[src/rtl/rom_dl_if.sv]
// ---------------------------------------------------------------------------
// rom_dl_if
// Bundles the HPS ioctl download stream and the core-side dn_* write port.
//
// Handshake: both directions are strobe-only. ioctl_wr qualifies
// ioctl_addr/ioctl_dout for exactly the cycle it is high, and dn_wr
// qualifies dn_addr/dn_data the same way. There is no ready signal; the
// receiver must accept every strobe, so back-to-back strobes are legal.
//
// Modports
//   master : HPS side (drives ioctl_*, observes dn_*)
//   slave  : download controller (consumes ioctl_*, drives dn_*)
// ---------------------------------------------------------------------------
interface rom_dl_if;
    logic        ioctl_download;
    logic        ioctl_wr;
    logic [24:0] ioctl_addr;
    logic [7:0]  ioctl_dout;
    logic [15:0] dn_addr;
    logic [7:0]  dn_data;
    logic [3:0]  dn_wr;

    modport master (
        output ioctl_download, ioctl_wr, ioctl_addr, ioctl_dout,
        input  dn_addr, dn_data, dn_wr
    );

    modport slave (
        input  ioctl_download, ioctl_wr, ioctl_addr, ioctl_dout,
        output dn_addr, dn_data, dn_wr
    );
endinterface

[src/rtl/rom_download_ctrl.sv]
// ---------------------------------------------------------------------------
// rom_download_ctrl
// Sequences the HPS ROM download into the arcade core. Each ioctl byte is
// decoded into one of four ROM regions and re-emitted one cycle later with a
// region-local address and a one-hot write strobe. The game core is held in
// reset until a complete, valid image has landed and a settle delay expires.
//
// Ports
//   clk_sys     system clock
//   reset       synchronous, active-high
//   dl          rom_dl_if.slave: ioctl_* in, dn_addr/dn_data/dn_wr out
//   core_reset  game core reset, low only once a valid image is running
//   dl_done     valid image loaded, core running
//   dl_error    last download was invalid
//   byte_count  in-region bytes accepted in the current/last download
//   state_dbg   current FSM state (WAIT=0 LOAD=1 HOLD=2 RUN=3 ERR=4)
// ---------------------------------------------------------------------------
module rom_download_ctrl #(
    parameter logic [24:0] BASE0       = 25'h0000,
    parameter logic [24:0] SIZE0       = 25'h6000,
    parameter logic [24:0] BASE1       = 25'h6000,
    parameter logic [24:0] SIZE1       = 25'h2000,
    parameter logic [24:0] BASE2       = 25'h8000,
    parameter logic [24:0] SIZE2       = 25'h1000,
    parameter logic [24:0] BASE3       = 25'h9000,
    parameter logic [24:0] SIZE3       = 25'h2000,
    parameter logic [24:0] EXPECT      = 25'hB000,
    parameter int unsigned HOLD_CYCLES = 1024
) (
    input  logic        clk_sys,
    input  logic        reset,
    rom_dl_if.slave     dl,
    output logic        core_reset,
    output logic        dl_done,
    output logic        dl_error,
    output logic [24:0] byte_count,
    output logic [2:0]  state_dbg
);

    typedef enum logic [2:0] {
        S_WAIT = 3'd0,
        S_LOAD = 3'd1,
        S_HOLD = 3'd2,
        S_RUN  = 3'd3,
        S_ERR  = 3'd4
    } state_t;

    localparam int HCW = $clog2(HOLD_CYCLES) + 1;
    localparam logic [HCW-1:0] HOLD_LAST = HCW'(HOLD_CYCLES - 1);

    state_t          state_q, state_d;
    logic [24:0]     byte_count_q, byte_count_d;
    logic            err_q, err_d;
    logic [HCW-1:0]  hold_cnt_q, hold_cnt_d;
    logic [3:0]      dn_wr_q, dn_wr_d;
    logic [15:0]     dn_addr_q, dn_addr_d;
    logic [7:0]      dn_data_q, dn_data_d;

    // Decode results for the current ioctl address.
    logic            hit;
    logic [3:0]      hit_strobe;
    logic [15:0]     hit_addr;

    // Range test done one bit wider so BASE+SIZE cannot wrap.
    function automatic logic in_region(input logic [24:0] a,
                                       input logic [24:0] base,
                                       input logic [24:0] size);
        logic [25:0] top;
        top = {1'b0, base} + {1'b0, size};
        return ({1'b0, a} >= {1'b0, base}) && ({1'b0, a} < top);
    endfunction

    // Priority chain: when regions overlap the lowest index claims the byte.
    // The local address only needs the low 16 bits of (addr - base).
    always_comb begin
        hit        = 1'b1;
        hit_strobe = 4'b0000;
        hit_addr   = 16'h0000;
        if (in_region(dl.ioctl_addr, BASE0, SIZE0)) begin
            hit_strobe = 4'b0001;
            hit_addr   = dl.ioctl_addr[15:0] - BASE0[15:0];
        end else if (in_region(dl.ioctl_addr, BASE1, SIZE1)) begin
            hit_strobe = 4'b0010;
            hit_addr   = dl.ioctl_addr[15:0] - BASE1[15:0];
        end else if (in_region(dl.ioctl_addr, BASE2, SIZE2)) begin
            hit_strobe = 4'b0100;
            hit_addr   = dl.ioctl_addr[15:0] - BASE2[15:0];
        end else if (in_region(dl.ioctl_addr, BASE3, SIZE3)) begin
            hit_strobe = 4'b1000;
            hit_addr   = dl.ioctl_addr[15:0] - BASE3[15:0];
        end else begin
            hit = 1'b0;
        end
    end

    always_comb begin
        state_d      = state_q;
        byte_count_d = byte_count_q;
        err_d        = err_q;
        hold_cnt_d   = hold_cnt_q;
        dn_wr_d      = 4'b0000;
        dn_addr_d    = dn_addr_q;
        dn_data_d    = dn_data_q;

        case (state_q)
            S_LOAD: begin
                // The last byte may arrive in the same cycle download drops,
                // so the write is handled before the exit test.
                if (dl.ioctl_wr) begin
                    if (hit) begin
                        dn_wr_d   = hit_strobe;
                        dn_addr_d = hit_addr;
                        dn_data_d = dl.ioctl_dout;
                        if (byte_count_q != '1) begin
                            byte_count_d = byte_count_q + 25'd1;
                        end
                    end else begin
                        err_d = 1'b1;
                    end
                end
                if (!dl.ioctl_download) begin
                    state_d    = S_HOLD;
                    hold_cnt_d = '0;
                end
            end

            S_HOLD: begin
                if (dl.ioctl_download) begin
                    state_d      = S_LOAD;
                    byte_count_d = '0;
                    err_d        = 1'b0;
                    hold_cnt_d   = '0;
                end else if (hold_cnt_q == HOLD_LAST) begin
                    state_d = (!err_q && byte_count_q >= EXPECT) ? S_RUN : S_ERR;
                end else begin
                    hold_cnt_d = hold_cnt_q + 1'b1;
                end
            end

            default: begin
                // WAIT, RUN, ERR: only a new download moves us.
                if (dl.ioctl_download) begin
                    state_d      = S_LOAD;
                    byte_count_d = '0;
                    err_d        = 1'b0;
                    hold_cnt_d   = '0;
                end
            end
        endcase
    end

    always_ff @(posedge clk_sys) begin
        if (reset) begin
            state_q      <= S_WAIT;
            byte_count_q <= '0;
            err_q        <= 1'b0;
            hold_cnt_q   <= '0;
            dn_wr_q      <= 4'b0000;
            dn_addr_q    <= 16'h0000;
            dn_data_q    <= 8'h00;
        end else begin
            state_q      <= state_d;
            byte_count_q <= byte_count_d;
            err_q        <= err_d;
            hold_cnt_q   <= hold_cnt_d;
            dn_wr_q      <= dn_wr_d;
            dn_addr_q    <= dn_addr_d;
            dn_data_q    <= dn_data_d;
        end
    end

    assign dl.dn_wr   = dn_wr_q;
    assign dl.dn_addr = dn_addr_q;
    assign dl.dn_data = dn_data_q;

    // Status is a pure decode of the registered state.
    assign core_reset = (state_q != S_RUN);
    assign dl_done    = (state_q == S_RUN);
    assign dl_error   = (state_q == S_ERR);
    assign byte_count = byte_count_q;
    assign state_dbg  = state_q;

endmodule

[src/flat_wrapper.sv]
// flat-port wrapper written by rule: the top's interface ports become plain ports
module rom_download_ctrl_flat 
#(
    parameter logic [24:0] BASE0       = 25'h0000,
    parameter logic [24:0] SIZE0       = 25'h6000,
    parameter logic [24:0] BASE1       = 25'h6000,
    parameter logic [24:0] SIZE1       = 25'h2000,
    parameter logic [24:0] BASE2       = 25'h8000,
    parameter logic [24:0] SIZE2       = 25'h1000,
    parameter logic [24:0] BASE3       = 25'h9000,
    parameter logic [24:0] SIZE3       = 25'h2000,
    parameter logic [24:0] EXPECT      = 25'hB000,
    parameter int unsigned HOLD_CYCLES = 1024
)
  (clk_sys, reset, core_reset, dl_done, dl_error, byte_count, state_dbg, dl_ioctl_download, dl_ioctl_wr, dl_ioctl_addr, dl_ioctl_dout, dl_dn_addr, dl_dn_data, dl_dn_wr);
  rom_dl_if dl_i ();
  input  logic clk_sys;
  input  logic reset;
  output logic core_reset;
  output logic dl_done;
  output logic dl_error;
  output logic [24:0] byte_count;
  output logic [2:0] state_dbg;
  input wire logic [$bits(dl_i.ioctl_download)-1:0] dl_ioctl_download;
  input wire logic [$bits(dl_i.ioctl_wr)-1:0] dl_ioctl_wr;
  input wire logic [$bits(dl_i.ioctl_addr)-1:0] dl_ioctl_addr;
  input wire logic [$bits(dl_i.ioctl_dout)-1:0] dl_ioctl_dout;
  output wire logic [$bits(dl_i.dn_addr)-1:0] dl_dn_addr;
  output wire logic [$bits(dl_i.dn_data)-1:0] dl_dn_data;
  output wire logic [$bits(dl_i.dn_wr)-1:0] dl_dn_wr;
  assign dl_i.ioctl_download = dl_ioctl_download;
  assign dl_i.ioctl_wr = dl_ioctl_wr;
  assign dl_i.ioctl_addr = dl_ioctl_addr;
  assign dl_i.ioctl_dout = dl_ioctl_dout;
  assign dl_dn_addr = dl_i.dn_addr;
  assign dl_dn_data = dl_i.dn_data;
  assign dl_dn_wr = dl_i.dn_wr;
  rom_download_ctrl #(.BASE0(BASE0), .SIZE0(SIZE0), .BASE1(BASE1), .SIZE1(SIZE1), .BASE2(BASE2), .SIZE2(SIZE2), .BASE3(BASE3), .SIZE3(SIZE3), .EXPECT(EXPECT), .HOLD_CYCLES(HOLD_CYCLES)) u_core (.clk_sys(clk_sys), .reset(reset), .dl(dl_i), .core_reset(core_reset), .dl_done(dl_done), .dl_error(dl_error), .byte_count(byte_count), .state_dbg(state_dbg));
endmodule
[config.mk]
export PLATFORM = sky130hd
export DESIGN_NAME = rom_download_ctrl_flat
export DESIGN_NICKNAME = d
export VERILOG_FILES = /design/src/rtl/rom_dl_if.sv /design/src/rtl/rom_download_ctrl.sv /design/src/flat_wrapper.sv
export SDC_FILE = /design/constraint.sdc
export NUM_CORES = 1
export LEC_CHECK = 0
export ABC_AREA = 1
export BUFFER_PORTS_ARGS = -buffer_cell sky130_fd_sc_hd__buf_4
export CAP_MARGIN = 20
export CORE_MARGIN = 3
export CORE_UTILIZATION = 40
export CTS_CLUSTER_SIZE = 16
export DETAILED_ROUTE_END_ITERATION = 6
export PLACE_DENSITY = 0.71
export SLEW_MARGIN = 20
export SYNTH_ARGS = -nofsm -noshare
export SYNTH_HDL_FRONTEND = slang
export SYNTH_SLANG_ARGS = --single-unit
[constraint.sdc]
create_clock -name clk_sys -period 2.1 [get_ports clk_sys]
set_clock_uncertainty 0.05 [all_clocks]
set_input_delay 0.105 -clock clk_sys [delete_from_list [all_inputs] [get_ports clk_sys]]
set_output_delay 0.105 -clock clk_sys [all_outputs]
set_load 0.01 [all_outputs]
==> impl_metrics.toml, run 1 <==
[run_status]
outcome = "finished, final reports clean"

[clock_tree]
cts.clk_slew.worst_paths_ps = 80
cts_setup_buffers = 0
htreeDepth = 3
cts-buffers-inserted = 9
clk_path_buf_depth = 2
cts_root_buf = "clkbuf_8"
tritoncts = "built"
clk_latency_ps = 350
cts.sinks = 68

[yosys]
synth_area_leaders = "dfxtp_1, nand2_1, nor2_1"
synthDominantCellAreaShare_pct = 32.84
synthCells = 612
ys_async_sr_fraction_pct = 0
avgSynthCellArea_um2 = 6.773
yosysTopAreaCell = "dfxtp_1"
synthFlopType = "dfxtp_1"
ys_seq_area_share_pct = 32.84
synth_edf_count = 0
ys_ff_latch = 68
syn_area_um2 = 4145
synth_common_cells = "nand2_1, nor2_1, dfxtp_1, inv_1, a21oi_1"
synth_cell_types = 34
syn_nets = 658
synthMostInstantiatedCell = "nand2_1"
ys.warnings.count = 0

[global_route]
grt_max_degree = 34
use_met2_pct = 35.35
grt_first_pass_wirelength_um = 19670
grt_pass1_vias = 4257
antenna_found_initial = 0
use_met3_pct = 4.379
grt_overflow = 0
busiest_layer = "met2"
grt.total_usage_pct = 20.86
use_met1_pct = 26.84

[placed_design]
place_hpwl_um = 8638
gp_congestion = 0.9567
post_dp_cell_area_um2 = 5012
pre_cts_slack_ps = 28.64
io_buffers = 95

[floorplan]
rows = 36
dieArea_um2 = 11620
boundaryPins = 96
die_x_um = 107.8
initial_core_util_pct = 41.83
dieHeight_um = 107.8
core_um2 = 9910

[timing]
finalHoldViolations = 0
worstMarginPinSlew_ps = 493.5
fmax_mhz = 507.5
fin_crit_sh_pct = 93.82
max-slew-margin-rel_pct = 67.10
slew_viol_final = 0
setup_ws_ps = 129.7
min_period_ps = 1970
finalSetupViolCount = 0

[critical_path]
required_ps = 2330
setup.worst_path.start_class = "flip-flop"
worst_setup_path_end_kind = "flip-flop"
r2r_setup_slack_ps = 130
critical_path_arrival_ps = 2200
worstPathMaxFanout = 24
crit_type = "flip-flop to flip-flop"

[final_layout]
final_cell_area_um2 = 5472
nFillCells = 957
diodes = 0
layout-drive-gt1-share_pct = 26.25
nets = 780
multiInputGateArea_um2 = 2451
area_growth_pct = 32.00
regArea_um2 = 1361

[power_and_ir_drop]
power.total_w = 0.003571
p_per_area_nw_per_um2 = 652.7
peakVddDrop_mv = 0.3567
p_leak_nw = 2.170

[route]
dr.pass1.iters = 5
antenna_left = 0
drc = 0
vias = 4426
routed_via_density = 5.076
drt_iter0_markers = 394
postRouteWirelength_um = 12150
wire_per_inst_um = 13.93

[job]
maxCapViolCount = 0

[worst_hold_path]
hp-class = "input pin to flip-flop"
[cell type report]
type	count	area share (%)
multi-input cells	465	44.80
flip-flops and latches	68	24.88
repair buffers	133	19.21
inverters	57	3.933
well taps	133	3.041
clock buffers	11	2.584
clock inverters	5	1.555
[power breakdown]
part           total (W)  internal [W]  switching (W)  leakage, nW
Combinational   0.000978      0.000304       0.000673         1.51
Clock            0.00124      0.000706       0.000530        0.110
Sequential       0.00136       0.00132      0.0000390        0.548
[per-stage QoR]
| stage | util [%] | std cells | hold WS, ps | setup TNS, ps |
|---|---|---|---|---|
| floorplan | - | 612 | 200.2 | 0 |
| finish | 55.21 | 872 | 44.72 | 0 |
| detailed placement | 50.58 | 834 | 299.7 | 0 |
| global placement | 50.58 | 834 | 294.9 | 0 |
| CTS | 54.99 | 871 | 30.05 | 0 |
| global route | 55.21 | 872 | 65.77 | -10.31 |
[registers in the layout, indices dropped and copies added (netlist names)]
name,count
u_core.byte_count,25
u_core.dl.dn_addr,16
u_core.dl.dn_data,8
u_core.dl.dn_wr,4
u_core.err_q,1
u_core.hold_cnt_q,11
u_core.state_dbg,3
[timing repair]
item	4_1_cts	5_1_grt
resized for setup	0	4
hold buffers	21	0
endpoints found under the hold margin	21	0
setup endpoints to repair	0	31
[cells by family after synthesis]
kind of cell,synth area share [%]
AND/OR/NAND/NOR,40.14
AO/OA/AOI/OAI,12.56
buffers and inverters,8.572
flip-flops,32.84
XOR/XNOR,3.169
adder cells (fa/ha/maj),2.717
[path summary, 6_finish.rpt]
check	from	to	cells past startpoint
max reg2reg	u_core.state_dbg[0]	u_core.byte_count[9]	7
max	u_core.state_dbg[0]	u_core.byte_count[9]	7
min reg2reg	u_core.dl.dn_addr[15]	u_core.dl.dn_addr[15]	2
min	dl_ioctl_addr[24]	u_core.dl.dn_wr[3]	4
[layout by cell type, fill, tap and decap left out, types with 3 or more instances in the layout]
| cell | instances |
|---|---|
| a21oi_2 | 19 |
| nor2_1 | 113 |
| clkbuf_8 | 10 |
| nand4_1 | 31 |
| a21oi_1 | 39 |
| nand3_4 | 3 |
| nand2_4 | 4 |
| nand2_2 | 23 |
| dlygate4sd3_1 | 21 |
| o21ai_0 | 25 |
| nor3b_1 | 3 |
| nor2_2 | 3 |
| buf_4 | 112 |
| nor3_1 | 13 |
| dfxtp_1 | 68 |
| nor2_4 | 6 |
| inv_1 | 50 |
| nand2_1 | 116 |
| ha_1 | 9 |
| nand3_1 | 34 |
| inv_2 | 5 |
| xor2_1 | 13 |
[critical path, cell delays in order, from the launching register on]
cell	delay, ps
dfxtp_1	470
nand3_2	210
nor2_4	280
nor2_1	100
clkinv_2	110
buf_4	300
nand4_1	200
a21oi_2	170
[layer usage]
| layer | vias to the layer above | wire [um] |
|---|---|---|
| met5 | - | 0 |
| met4 | 0 | 166 |
| met3 | 15 | 815 |
| met2 | 153 | 5646 |
| met1 | 2007 | 5519 |
| li1 | 2251 | - |
(Power assumes the default switching activity.)
==> inputs of run 2 (changes only) <==
- CTS_BUF_LIST: unset -> sky130_fd_sc_hd__clkbuf_8
- RECOVER_POWER: unset -> 25
==> run 2 against run 1 <==
Compared with the run above:
- cell count unchanged
- total power decreased by 0.48%
- global-route usage unchanged
- routed wire length increased by 0.41%
- utilization decreased by 1.2 points
- design area decreased by 2.1%
- die area unchanged
- register-to-register slack about the same
- critical endpoint unchanged
- largest cell class unchanged
==> impl_metrics.toml, run 2 (same netlist as run 1, synthesis figures left out) <==
[route]
drt_iter0_markers = 327
dr.pass1.iters = 6
wire_per_inst_um = 13.99
drc = 0
antenna_left = 0
vias = 4426
postRouteWirelength_um = 12200
routed_via_density = 5.076

[floorplan]
core_um2 = 9910
rows = 36
die_x_um = 107.8
dieHeight_um = 107.8
initial_core_util_pct = 41.83
boundaryPins = 96
dieArea_um2 = 11620

[final_layout]
nets = 780
final_cells = 872
largest_reg_flops = 25
final_cell_mix = "nand2_1, nor2_1, buf_4"
diodes = 0
layout-drive-gt1-share_pct = 22.06
area_growth_pct = 29.19
final_common_cell = "nand2_1"
fin_util_pct = 54.04

[placed_design]
place_hpwl_um = 8638
io_buffers = 95
gp_congestion = 0.9567
placed_cells = 834

[clock_tree]
htreeDepth = 3
cts.sinks = 68
cts.clk_slew.worst_paths_ps = 80
cts-buffers-inserted = 9
cts_root_buf = "clkbuf_8"
clk_path_buf_depth = 2
tritoncts = "built"
clk_latency_ps = 350

[power_and_ir_drop]
p_per_area_nw_per_um2 = 663.7
power.internal_w = 0.002313
power_frac_seq_pct = 38.2
p_switching_w = 0.001241
p_leak_nw = 2.042
pwr-share-comb_pct = 27.2
peakVddDrop_mv = 0.3570
switching_share_pct = 34.91
clock_power_share_pct = 34.6

[global_route]
grt_pass1_vias = 4257
grt_first_pass_wirelength_um = 19670
grt_max_degree = 34
antenna_found_initial = 0
grt_overflow = 0
grt.total_usage_pct = 20.86

[timing]
finalSetupViolCount = 0
fin_crit_sh_pct = 93.96
fin_tns_setup_ps = 0
min_period_ps = 1973
finalHoldViolations = 0
max-slew-margin-rel_pct = 66.86
slew_viol_final = 0
worstMarginPinSlew_ps = 497.1
fmax_mhz = 506.8

[critical_path]
required_ps = 2330
critical_path_arrival_ps = 2200
worstPathMaxFanout = 24
setup.worst_path.start_class = "flip-flop"
worst_setup_path_end_kind = "flip-flop"
crit_type = "flip-flop to flip-flop"

[run_status]
outcome = "finished, final reports clean"

[job]
maxCapViolCount = 0

[worst_hold_path]
hp-class = "input pin to flip-flop"
-- run 2: per-stage QoR --
stage          instance area, um2  hold WS, ps  worst slack [ps]  power, W
6_report                     5355        47.60             126.8  0.003554
5_1_grt                      5355        65.77            -10.15  0.003725
4_1_cts                      5449        30.05             96.91  0.003547
3_5_place_dp                 5012        299.7             28.64  0.002287
3_3_place_gp                 5012        294.9             94.89  0.002268
2_1_floorplan                4145        200.2             209.4  0.002033
-- run 2: final timing paths --
kind,startpoint,cells past startpoint,slack [ps],endpoint
worst min register to register,u_core.dl.dn_addr[15],2,410,u_core.dl.dn_addr[15]
worst max-delay path,u_core.state_dbg[0],7,130,u_core.byte_count[9]
worst max register to register,u_core.state_dbg[0],7,130,u_core.byte_count[9]
worst min-delay path,dl_ioctl_addr[24],4,50,u_core.dl.dn_wr[3]
-- run 2: cell type report --
type,instances,area (um2)
clock inverters,6,88.84
inverters,57,215.2
repair buffers,133,934.6
well taps,133,166.4
multi-input cells,465,2451
flip-flops and latches,68,1361
clock buffers,10,137.6
fillers,995,4554
-- run 2: worst max-delay path: stages, from the launching register on --
cell and delay, ps:
dfxtp_1 470, nand3_2 210, nor2_4 280, nor2_1 100, clkinv_2 110, buf_4 300
nand4_1 200, a21oi_2 170
-- run 2: repair_timing --
action / in CTS / in global routing
hold buffers: 21 / 0
resized for setup: 0 / 4
setup endpoints to repair: 0 / 31
endpoints found under the hold margin: 21 / 0
buffers inserted: 0 / 0
-- run 2: layer usage --
layer,global-route usage [%],vias up,wire [um]
li1,-,2244,-
met1,26.84,2000,5488
met2,35.35,167,5637
met3,4.379,15,906
met4,5.591,0,166
met5,0,-,0
-- run 2: power by group through the flow --
| stage | sequential (W) | combinational, W | clock (W) |
|---|---|---|---|
| finish | 0.00136 | 0.000968 | 0.00123 |
| global route | 0.00136 | 0.00106 | 0.00131 |
| CTS | 0.00136 | 0.000934 | 0.00126 |
| detailed placement | 0.00139 | 0.000900 | 0 |
| global placement | 0.00138 | 0.000884 | 0 |
| floorplan | 0.00139 | 0.000641 | 0 |
==> inputs of run 3 (changes only) <==
- PLACE_DENSITY: 0.71 -> 0.62
==> run 3 against run 2 <==
Compared with the run above:
- sequential share of layout area up 0.41 points
- die area unchanged
- first-iteration DRC count down 18%
- worst hold slack worse by 41 ps
- non-clock buffer count down 3
- critical path depth up 5
- sequential cell count unchanged
- combinational power down 0.9%
- register-to-register slack better by 70 ps
- design area down 1.4%
- fmax up 3.6%
- largest power group unchanged
==> impl_metrics.toml, run 3 (same netlist as run 1, synthesis figures left out) <==
[run_status]
outcome = "finished, final reports clean"

[critical_path]
r2r-end = "u_core.hold_cnt_q[6]"
critical_path_arrival_ps = 2130
worstPathMaxFanout = 12
setup.worst_path.start_class = "flip-flop"
crit_type = "flip-flop to flip-flop"
required_ps = 2330
r2r_setup_slack_ps = 200
worst_setup_path_end_kind = "flip-flop"
ff2ff_path_depth = 12
worstReg2RegStart = "u_core.hold_cnt_q[0]"

[timing]
fmax_mhz = 525.1
max-slew-margin-rel_pct = 67.17
finalHoldViolations = 0
rsz0062_at_grt = "no"
fin_crit_sh_pct = 90.68
finalSetupViolCount = 0
worstMarginPinSlew_ps = 492.5
min_period_ps = 1904
fin_tns_setup_ps = 0
slew_viol_final = 0

[clock_tree]
cts.clk_slew.worst_paths_ps = 70
clk_path_buf_depth = 2
tritoncts = "built"
cts-buffers-inserted = 9
htreeDepth = 3
clk_latency_ps = 350
cts_root_buf = "clkbuf_8"
cts.sinks = 68
cts_setup_buffers = 0

[final_layout]
area_growth_pct = 27.35
fin_util_pct = 53.27
final_cell_mix = "nand2_1, nor2_1, buf_4"
nets = 777
diodes = 0
layout-drive-gt1-share_pct = 21.80
largest_reg_flops = 25
final_common_cell = "nand2_1"

[power_and_ir_drop]
p_leak_nw = 2.009
peakVddDrop_mv = 0.3895
p_per_area_nw_per_um2 = 630.8

[route]
wire_per_inst_um = 14.26
routed_via_density = 5.107
vias = 4428
drc = 0
postRouteWirelength_um = 12360
drt_iter0_markers = 268
antenna_left = 0
dr.pass1.iters = 7

[floorplan]
initial_core_util_pct = 41.83
dieHeight_um = 107.8
rows = 36
boundaryPins = 96
dieArea_um2 = 11620
core_um2 = 9910
die_x_um = 107.8

[global_route]
grt_pass1_vias = 4158
grt_first_pass_wirelength_um = 19910
grt_overflow = 0
grt_max_degree = 34
grt.total_usage_pct = 21.16
antenna_found_initial = 0

[placed_design]
gp_congestion = 0.9086
io_buffers = 95
place_hpwl_um = 8724

[worst_hold_path]
worstHoldStart = "dl_ioctl_addr[4]"
hold_end = "u_core.dl.dn_addr[4]"
hold_path_depth = 3
hp-class = "input pin to flip-flop"

[job]
maxCapViolCount = 0
## run 3: routing by layer
metal  track usage [%]  vias to the layer above  wire (um)
met5                 0                        -          0
met4             6.943                        0        157
met3             3.239                       15        613
met2             35.39                      132       5769
met1             27.81                     2051       5821
li1                  -                     2230          -
## run 3: cell type report
cell class	count	area [um2]
clock buffer	12	165.2
clock inverter	2	11.26
fill	1038	4631
inverter	57	215.2
multi-input combinational	465	2446
sequential	68	1364
tap	133	166.4
timing repair buffer	130	910.9
## run 3: per-stage QoR
step,total power (W),instance area (um2),cells,setup slack (ps),hold WS (ps)
4_1_cts,0.003312,5371,866,95.12,1.516
5_1_grt,0.003512,5279,867,10.27,12.27
3_3_place_gp,0.002271,5005,833,114.2,301.3
3_5_place_dp,0.002283,5005,833,13.00,315.0
2_1_floorplan,0.002033,4145,612,209.4,200.2
6_report,0.003330,5279,867,195.7,6.384
## run 3: worst max path at each step
stage | start | to | slack, ps | cells past startpoint
after floorplan | u_core.byte_count[1] | u_core.byte_count[10] | 210 | 9
after global placement | dl_ioctl_addr[13] | u_core.byte_count[0] | 110 | 13
after detailed placement | dl_ioctl_addr[13] | u_core.byte_count[4] | 10 | 13
after CTS | dl_ioctl_addr[5] | u_core.byte_count[3] | 100 | 12
after global routing | u_core.hold_cnt_q[0] | u_core.hold_cnt_q[4] | 10 | 11
final | u_core.hold_cnt_q[0] | u_core.hold_cnt_q[6] | 200 | 12
## run 3: repair_timing
item	in CTS	in global routing
gates resized for setup	0	5
endpoints found under the setup margin	0	32
hold buffers	19	0
hold endpoints to repair	19	0
## run 3: where the power goes
| group | switching (W) | internal [W] | total [W] |
|---|---|---|---|
| Sequential | 0.0000391 | 0.00132 | 0.00136 |
| Clock | 0.000502 | 0.000509 | 0.00101 |
| Combinational | 0.000676 | 0.000283 | 0.000959 |
| Total | 0.00122 | 0.00211 | 0.00333 |
## run 3: critical path: stages (launching register included)
cell and delay, ps:
dfxtp_2 380, ha_1 180, nand2_1 80, nor2_1 130
nand2_1 130, nor2_2 150, nand4_1 100, nand2_1 120
nand2_1 90, buf_4 190, nand3_1 80, nand2_1 60
a21oi_1 120
